**src/rtl/imem_loader.sv**
```systemverilog
// Boot loader: assembles a little-endian byte stream into words and writes them to imem.
// Optional trailing checksum check enabled by IMEM_LOADER_CHECKSUM_EN.
module imem_loader #(
  parameter int unsigned MAX_WORDS = 24581,
  parameter int unsigned CNT_W     = 15
) (
  input  logic        clk,
  input  logic        rst,
  input  logic        rx_valid,
  input  logic [7:0]  rx_data,
  output logic        imem_we,
  output logic [31:0] imem_waddr,
  output logic [31:0] imem_wdata,
  output logic        busy,
  output logic        done,
  output logic        err,
  output logic        cpu_rst
);

  localparam logic [2:0] S_LEN  = 3'd0;
  localparam logic [2:0] S_DATA = 3'd1;
  localparam logic [2:0] S_CSUM = 3'd2;
  localparam logic [2:0] S_DONE = 3'd3;
  localparam logic [2:0] S_ERR  = 3'd4;

  localparam logic [CNT_W-1:0] ONE = 1;

  logic [2:0]       state;
  logic [1:0]       bcnt;
  logic [23:0]      lanes;
  logic [CNT_W-1:0] widx;
  logic [CNT_W-1:0] last_idx;
  logic [31:0]      word;
  logic             acc;
  logic             wfull;
`ifdef IMEM_LOADER_CHECKSUM_EN
  logic [31:0]      sum;
`endif

  assign word  = {rx_data, lanes};
  assign acc   = rx_valid && (state == S_LEN || state == S_DATA ||
                              state == S_CSUM);
  assign wfull = acc && (bcnt == 2'd3);

  always_ff @(posedge clk or posedge rst) begin
    if (rst) begin
      state      <= S_LEN;
      bcnt       <= 2'd0;
      lanes      <= 24'd0;
      widx       <= '0;
      last_idx   <= '0;
      imem_we    <= 1'b0;
      imem_waddr <= 32'd0;
      imem_wdata <= 32'd0;
      busy       <= 1'b0;
      done       <= 1'b0;
      err        <= 1'b0;
      cpu_rst    <= 1'b1;
`ifdef IMEM_LOADER_CHECKSUM_EN
      sum        <= 32'd0;
`endif
    end else begin
      imem_we <= 1'b0;
      // Data-path completion: done follows the final write pulse
      if (state == S_DONE) begin
        done    <= 1'b1;
        cpu_rst <= 1'b0;
      end
      if (acc) begin
        bcnt <= bcnt + 2'd1;
        case (bcnt)
          2'd0:    lanes[7:0]   <= rx_data;
          2'd1:    lanes[15:8]  <= rx_data;
          2'd2:    lanes[23:16] <= rx_data;
          default: ;
        endcase
        if (state == S_LEN)
          busy <= 1'b1;
      end
      if (wfull) begin
        case (state)
          S_LEN: begin
            if (word > MAX_WORDS) begin
              state <= S_ERR;
              err   <= 1'b1;
              busy  <= 1'b0;
            end else if (word == 32'd0) begin
`ifdef IMEM_LOADER_CHECKSUM_EN
              state   <= S_CSUM;
`else
              state   <= S_DONE;
              done    <= 1'b1;
              cpu_rst <= 1'b0;
              busy    <= 1'b0;
`endif
            end else begin
              state    <= S_DATA;
              widx     <= '0;
              last_idx <= word[CNT_W-1:0] - ONE;
            end
          end
          S_DATA: begin
            imem_we    <= 1'b1;
            imem_waddr <= 32'({widx, 2'b00});
            imem_wdata <= word;
            widx       <= widx + ONE;
`ifdef IMEM_LOADER_CHECKSUM_EN
            sum        <= sum + word;
            if (widx == last_idx)
              state <= S_CSUM;
`else
            if (widx == last_idx) begin
              state <= S_DONE;
              busy  <= 1'b0;
            end
`endif
          end
`ifdef IMEM_LOADER_CHECKSUM_EN
          S_CSUM: begin
            busy <= 1'b0;
            if (word == sum) begin
              state   <= S_DONE;
              done    <= 1'b1;
              cpu_rst <= 1'b0;
            end else begin
              state <= S_ERR;
              err   <= 1'b1;
            end
          end
`endif
          default: ;
        endcase
      end
    end
  end

endmodule

```
**config.mk**
```make
export PLATFORM = sky130hd
export DESIGN_NAME = imem_loader
export DESIGN_NICKNAME = d
export VERILOG_FILES = /design/src/rtl/imem_loader.sv
export SDC_FILE = /design/constraint.sdc
export NUM_CORES = 1
export LEC_CHECK = 0
export CAP_MARGIN = 25
export CORE_ASPECT_RATIO = 0.6
export CORE_UTILIZATION = 56
export CTS_BUF_LIST = sky130_fd_sc_hd__clkbuf_4
export CTS_CLUSTER_DIAMETER = 200
export CTS_CLUSTER_SIZE = 30
export DETAILED_ROUTE_END_ITERATION = 16
export HOLD_SLACK_MARGIN = 0.02
export MAX_ROUTING_LAYER = met4
export PLACE_DENSITY = 0.82
export SETUP_SLACK_MARGIN = 0.5
export SLEW_MARGIN = 30
export SYNTH_ARGS = -nofsm -noshare
export SYNTH_HDL_FRONTEND = slang
export SYNTH_SLANG_ARGS = --single-unit
```
**constraint.sdc**
```tcl
create_clock -name clk -period 4.4 [get_ports clk]
set_input_delay 0.66 -clock clk [delete_from_list [all_inputs] [get_ports clk]]
set_output_delay 0.66 -clock clk [all_outputs]
set_load 0.05 [all_outputs]
```
==> results of run 1 <==
worst max path at each step:
stage                     slack, ps      end  cells past startpoint      from
final                          1580     busy                      7  rx_valid
after global routing           1450     busy                      7  rx_valid
after CTS                      1670     busy                      7  rx_valid
after detailed placement       1200     busy                      7  rx_valid
after global placement         1330     busy                      7  rx_valid
after floorplan                 810  bcnt[0]                      1       rst
cell usage in the layout, fill, tap and decap left out, drive strengths merged, types with 2 or more instances in the layout:
cell and instances:
a21o 3, a21oi 4, a31oi 11, buf 5, bufinv 4, clkbuf 10
clkdlybuf4s50 62, conb 17, dfrtp 110, ha 8, inv 15, mux2 37
nand2 139, nand3 9, nand4 5, nor2 15, nor3 13, nor3b 3
nor4 12, o21a 2, o21ai 31, or2 2, or3 7, or4 2
xnor2 6, xor2 21
final cells by class:
type	count	share of cell area (%)
Tap cell	112	2.31
Multi-Input combinational cell	362	36.6
Inverter	15	0.969
Timing Repair Buffer	67	10.8
Sequential cell	111	45.8
Clock buffer	10	1.24
Antenna cell	1	0.0412
Clock inverter	6	2.19
cells by family after synthesis:
group                      Yosys count
AOI/OAI and AO/OA                   58
muxes                               37
adders and majority gates            8
and+or+nand+nor                    215
xor gates and xnor gates            27
DFF                                111
buffers and inverters               53
other                                1
flip-flops by register name, summed over array words and instances, names as in the netlist:
signal,count
busy,1
bcnt,2
done,1
cpu_rst,1
imem_we,1
imem_wdata,32
imem_waddr,15
lanes,24
last_idx,15
err,1
state,3
widx,15
metrics by stage:
step           hold slack (ps)  worst slack [ps]  cells
2_1_floorplan              456               811    526
3_3_place_gp               458              1330    667
3_5_place_dp               461              1200    667
4_1_cts                    498              1670    683
5_1_grt                    513              1450    683
6_report                   493              1580    684
power by group:
part	switching, µW	total (µW)	leakage (µW)	internal, µW
clock network	321	671	0.000107	350
registers	238	1400	0.00143	1160
logic	290	530	0.00139	241
total	848	2600	0.00294	1750
synthesized netlist by cell type (2+ instances only):
cell type,instances
a21o_1,2
a21oi_1,4
a31oi_1,11
buf_1,3
buf_2,3
buf_4,17
buf_6,2
clkbuf_1,12
dfrtp_1,110
ha_1,8
inv_1,15
mux2_2,29
mux2_4,8
nand2_1,139
nand3_1,8
nand4_1,4
nor2_1,15
nor3_1,13
nor3b_1,3
nor4_1,10
o21a_1,2
o21ai_0,31
or2_2,2
or3_1,7
xnor2_1,6
xor2_1,21
per-layer routing:
layer	up-vias	wire, µm	track usage [%]
li1	1795	-	-
met1	1945	5570	41.1
met4	0	122	5.54
met3	22	1000	5.37
met2	191	5220	39.2
met5	-	0	-
tightest hold or removal path: cells and delay by family, from the launching register on:
family | cells | cell delay [ps]
DFF | 1 | 370
and+or+nand+nor | 2 | 100
==> metrics.txt, run 1 <==
Setup Fix Bufs, Post-CTS 0; Worst Max-Slew Pin Slew between 700 and 800 ps; clk root buf clkbuf_4; Syn-to-layout area delta 16.5%; starting density of the core roughly three fifths; final worst path period need ~2800 ps; share of layout cells above drive strength 1 between 10% and 20%; slowest CP cell nor4bb_1; TNS Setup 0 ps; Mapped Avg Cell Area between 10 and 15 µm²; Overflow after GRT 0; Max Fclk between 0.3 and 0.4 GHz; fill cell count around 670; max incr delay on CP ~640 ps; Post-Synth XOR/XNOR Area 4.54%; die height 76.7 µm; Synth Instances 510; Reg2Reg Capture Point busy; status completed; Seq cells post-synth 111; vias in the first global route roughly 3900; Synth async-reset ratio 100%; routability cong. approximately 0.87; Post-DP Area between 5000 and 6000 µm²; register area around 2800 µm²; Data required, critical path roughly 4700 ps; critical path's top delay family buffers and inverters; Syn Std Cell Area approximately 5200 µm²; largest family of logic cells by synthesized area simple AND/OR/NAND/NOR gates; HP Class reg -> reg; Crit Path Class in -> reg; # setup viols final 0; Final nets ~590; WP data arrival 3150 ps; CTS tree done; via count ~4000; max-slew violations 0; total power about 2600 µW; post-DP HPWL between 8 and 9 mm; vias per cell 5.78; Register-to-Register Path Depth 7; library cells used by synthesis 51; Setup crit end kind register; FP Rows 26; total track usage between 20% and 30%; Post-Synth Adder-Cell Area 1.92%; Routed Antenna Nets 0; number of flops mapped to enable cells by yosys 0; detailed-route wire length per cell 17.4 µm; Hold Crit Start imem_wdata[18]; Setup crit start kind input port; post-route cell area roughly 6100 µm²; Clock Pin Slew Worst Setup and Hold Paths approximately 150 ps; synth top area cells dfrtp_1 53%, nand2_1 10%, mux2_2 6.3%, xor2_1 3.5%, o21ai_0 3.0%; final period utilization between 60 and 70%; r2r startpoint bcnt[0]; Seq/Total Area, Yosys a little over half; Core Area about 8800 µm²; RSZ-0062 raised after global routing false; Crit Path Max Fanout 17; Synth Area in Simple Gates a little under a fifth; H-tree depth 3; warnings from Yosys 0; first-pass GRT wire length 19.9 mm; DR pass1 iterations 5; die width 127 µm; worst vdd ir around 0.00026 V; IO buf count a little over 60; Hold Path Sink imem_wdata[18]; Leakage about 0.0029 µW; worst skew pair latency about 460 ps; WHS Path Cells 2; Compound-Gate Fraction of Synth Area slightly below 7%; Clock Tree Buf Depth 2; PwrDens roughly 430 nW/µm²; Starting DRT DRC Count between 400 and 500; die area just under 10000 µm²; post-synthesis mux area share 8.57%; Layout Utilization between 60% and 70%; Hold-fix buffers, CTS 0; final hold violation count 0; Yosys top cell area share 52.8%; WP buf/inv 2; clk_skew 15.7 ps; CTS buffer count 9; Main synth FF type dfrtp_1; CP cell instances clkdlybuf4s50_1, nor4bb_1, nand2_2, inv_1, nand4_1, o21ai_0, a21oi_1; CTS resizes 0; leading area contributor after synthesis dfrtp_1; max_cap viols 0; # clock sinks ~110; Slew headroom between 40% and 50%; final WL ~12 mm; Ports 80; multi-input logic area ~2200 µm²; initial antenna violation count 0; r2r setup slk around 1700 ps; DR DRC count 0; largest net degree at the start of global routing 67
Note: power is estimated with default switching activity, not from simulation.
==> run 2: changes to the inputs <==
clock period = 3 ns   (was 4.4 ns; I/O delays follow)
==> metrics.txt, run 2 (synthesis gave the netlist of run 1 again) <==
Syn-to-layout area delta 16.5% (about the same); total power 3570 µW (+38%); total track usage 26.1% (-1.4 points); Worst Max-Slew Pin Slew 601 ps (-160 ps); clk root buf clkbuf_4; PwrDens 588 nW/µm² (+37%); via count 3884 (-1.7%); Hold Slack 433 ps (-60.3 ps); starting density of the core 59.6% (unchanged); max_cap viols 0 (unchanged); Clock Pin Slew Worst Setup and Hold Paths 160 ps (about the same); Max Fclk roughly 0.41 GHz; max reg flops 32 (unchanged); Sequential Power Share 57.3% (+3.6 points); setup ws final 590 ps (-986 ps); Setup crit end kind register; die height 76.7 µm (unchanged); Clock Tree Buf Depth 2 (unchanged); share of layout cells above drive strength 1 14.0% (+1.2 points); clk_skew 11.5 ps (-4.25 ps); CTS tree done; HP Class in -> async; final hold violation count 0 (unchanged); Switching Share 35.1% (+2.5 points); WP data arrival 2790 ps (-360 ps); switching pwr 1260 µW (+48%); Int Pwr 2320 µW (+32%); Clock power frac 20.9% (-4.9 points); FP Rows 26 (unchanged); post-DP HPWL 8.22 mm (-4.2%); Leakage 0.00294 µW (about the same); DR pass1 iterations 4 (-1); Non-Filler Instances 692 (+1.2%); # clock sinks 111 (unchanged); # setup viols final 0 (unchanged); CTS buffer count 9 (unchanged); RSZ-0062 raised after global routing false; worst skew pair latency 480 ps (+20 ps); vias per cell 5.61 (-2.9%); Ports 80 (unchanged); worst vdd ir 0.000327 V (+26%); routability cong. 0.865 (-0.39%); final period utilization between 80% and 90%; Routed Antenna Nets 0 (unchanged); status completed; initial antenna violation count 0 (unchanged); final WL 11.5 mm (-3.3%); Top reg by flops imem_wdata; top flop regs imem_wdata: 32 flops, lanes: 24 flops; first-pass GRT wire length 18.9 mm (-5.0%); detailed-route wire length per cell 16.6 µm (-4.5%); Crit Path Max Fanout 8 (-9); vias in the first global route 3591 (-6.8%); Core Area 8750 µm² (unchanged); Setup crit start kind register; final worst path period need 2410 ps; Comb pwr share 21.8% (+1.4 points); largest net degree at the start of global routing 112 (+67%); Crit Path Class reg -> reg; commonest non-fill, non-tap cell in the layout nand2_1; Data required, critical path 3380 ps (-1350 ps); Slew headroom 59.9% (+11 points); Antenna Cells 0 (-1); Final nets 594 (+1.5%); max-slew violations 0 (unchanged); Placed Cells 674 (+1.0%); Setup WS pre-CTS -2.92 ps (-1200 ps); die area 9710 µm² (unchanged); IO buf count 62 (unchanged); TNS Setup 0 ps (unchanged); DR DRC count 0 (unchanged); commonest cells after routing, fill and taps aside 138 x nand2_1, 110 x dfrtp_1, 62 x clkdlybuf4s50_1; die width 127 µm (unchanged); H-tree depth 3 (unchanged); Overflow after GRT 0 (unchanged); Starting DRT DRC Count 423 (-1.6%); Hold-fix buffers, CTS 0 (unchanged)
[run 2: critical path, stage by stage, from the launching register on]
cell	delay, ps
dfrtp_1	520
nor4_2	480
nand4_2	200
a311oi_4	460
nand3_2	280
mux2_4	370
[run 2: power groups by stage]
stage	clock network [µW]	logic [µW]	registers, µW
global route	821	859	2080
finish	748	778	2050
CTS	754	779	2030
floorplan	0	617	1970
global placement	0	734	2040
detailed placement	0	770	2060
[run 2: repair_timing]
action / in CTS / in global routing
setup endpoints to repair: 0 / 15
setup buffers: 0 / 1
gates resized for setup: 0 / 1
[run 2: final timing paths]
check | startpoint | to | slack [ps] | depth (start not counted)
worst max-delay path | lanes[8] | last_idx[9] | 590 | 5
worst min-delay path | rst | done | 430 | 3
worst max register to register | lanes[8] | last_idx[9] | 590 | 5
worst min register to register | imem_wdata[23] | imem_wdata[23] | 490 | 2
max in group asynchronous | rst | widx[0] | 2100 | 3
min in group clk | imem_wdata[23] | imem_wdata[23] | 490 | 2
[run 2: metrics by stage]
step                      area, µm²  util (%)
after CTS                      6050      69.1
after floorplan                5280         -
final                          6070      69.4
after global routing           6070      69.4
after detailed placement       5910      67.6
after global placement         5910      67.6
[run 2: cell type report]
class / instances / area (µm²)
repair buffers: 75 / 731
clock buffers: 10 / 75.1
well taps: 112 / 140
inverters: 15 / 60.1
flip-flops and latches: 111 / 2780
clock inverters: 6 / 60.1
fillers: 648 / 2680
multi-input cells: 363 / 2230
[run 2: routing by layer]
layer  share of wire [%]  track usage (%)
met1                  50             39.5
met2                  42             35.2
met3                 7.7             6.98
met4                0.84             4.82
met5                   0                -
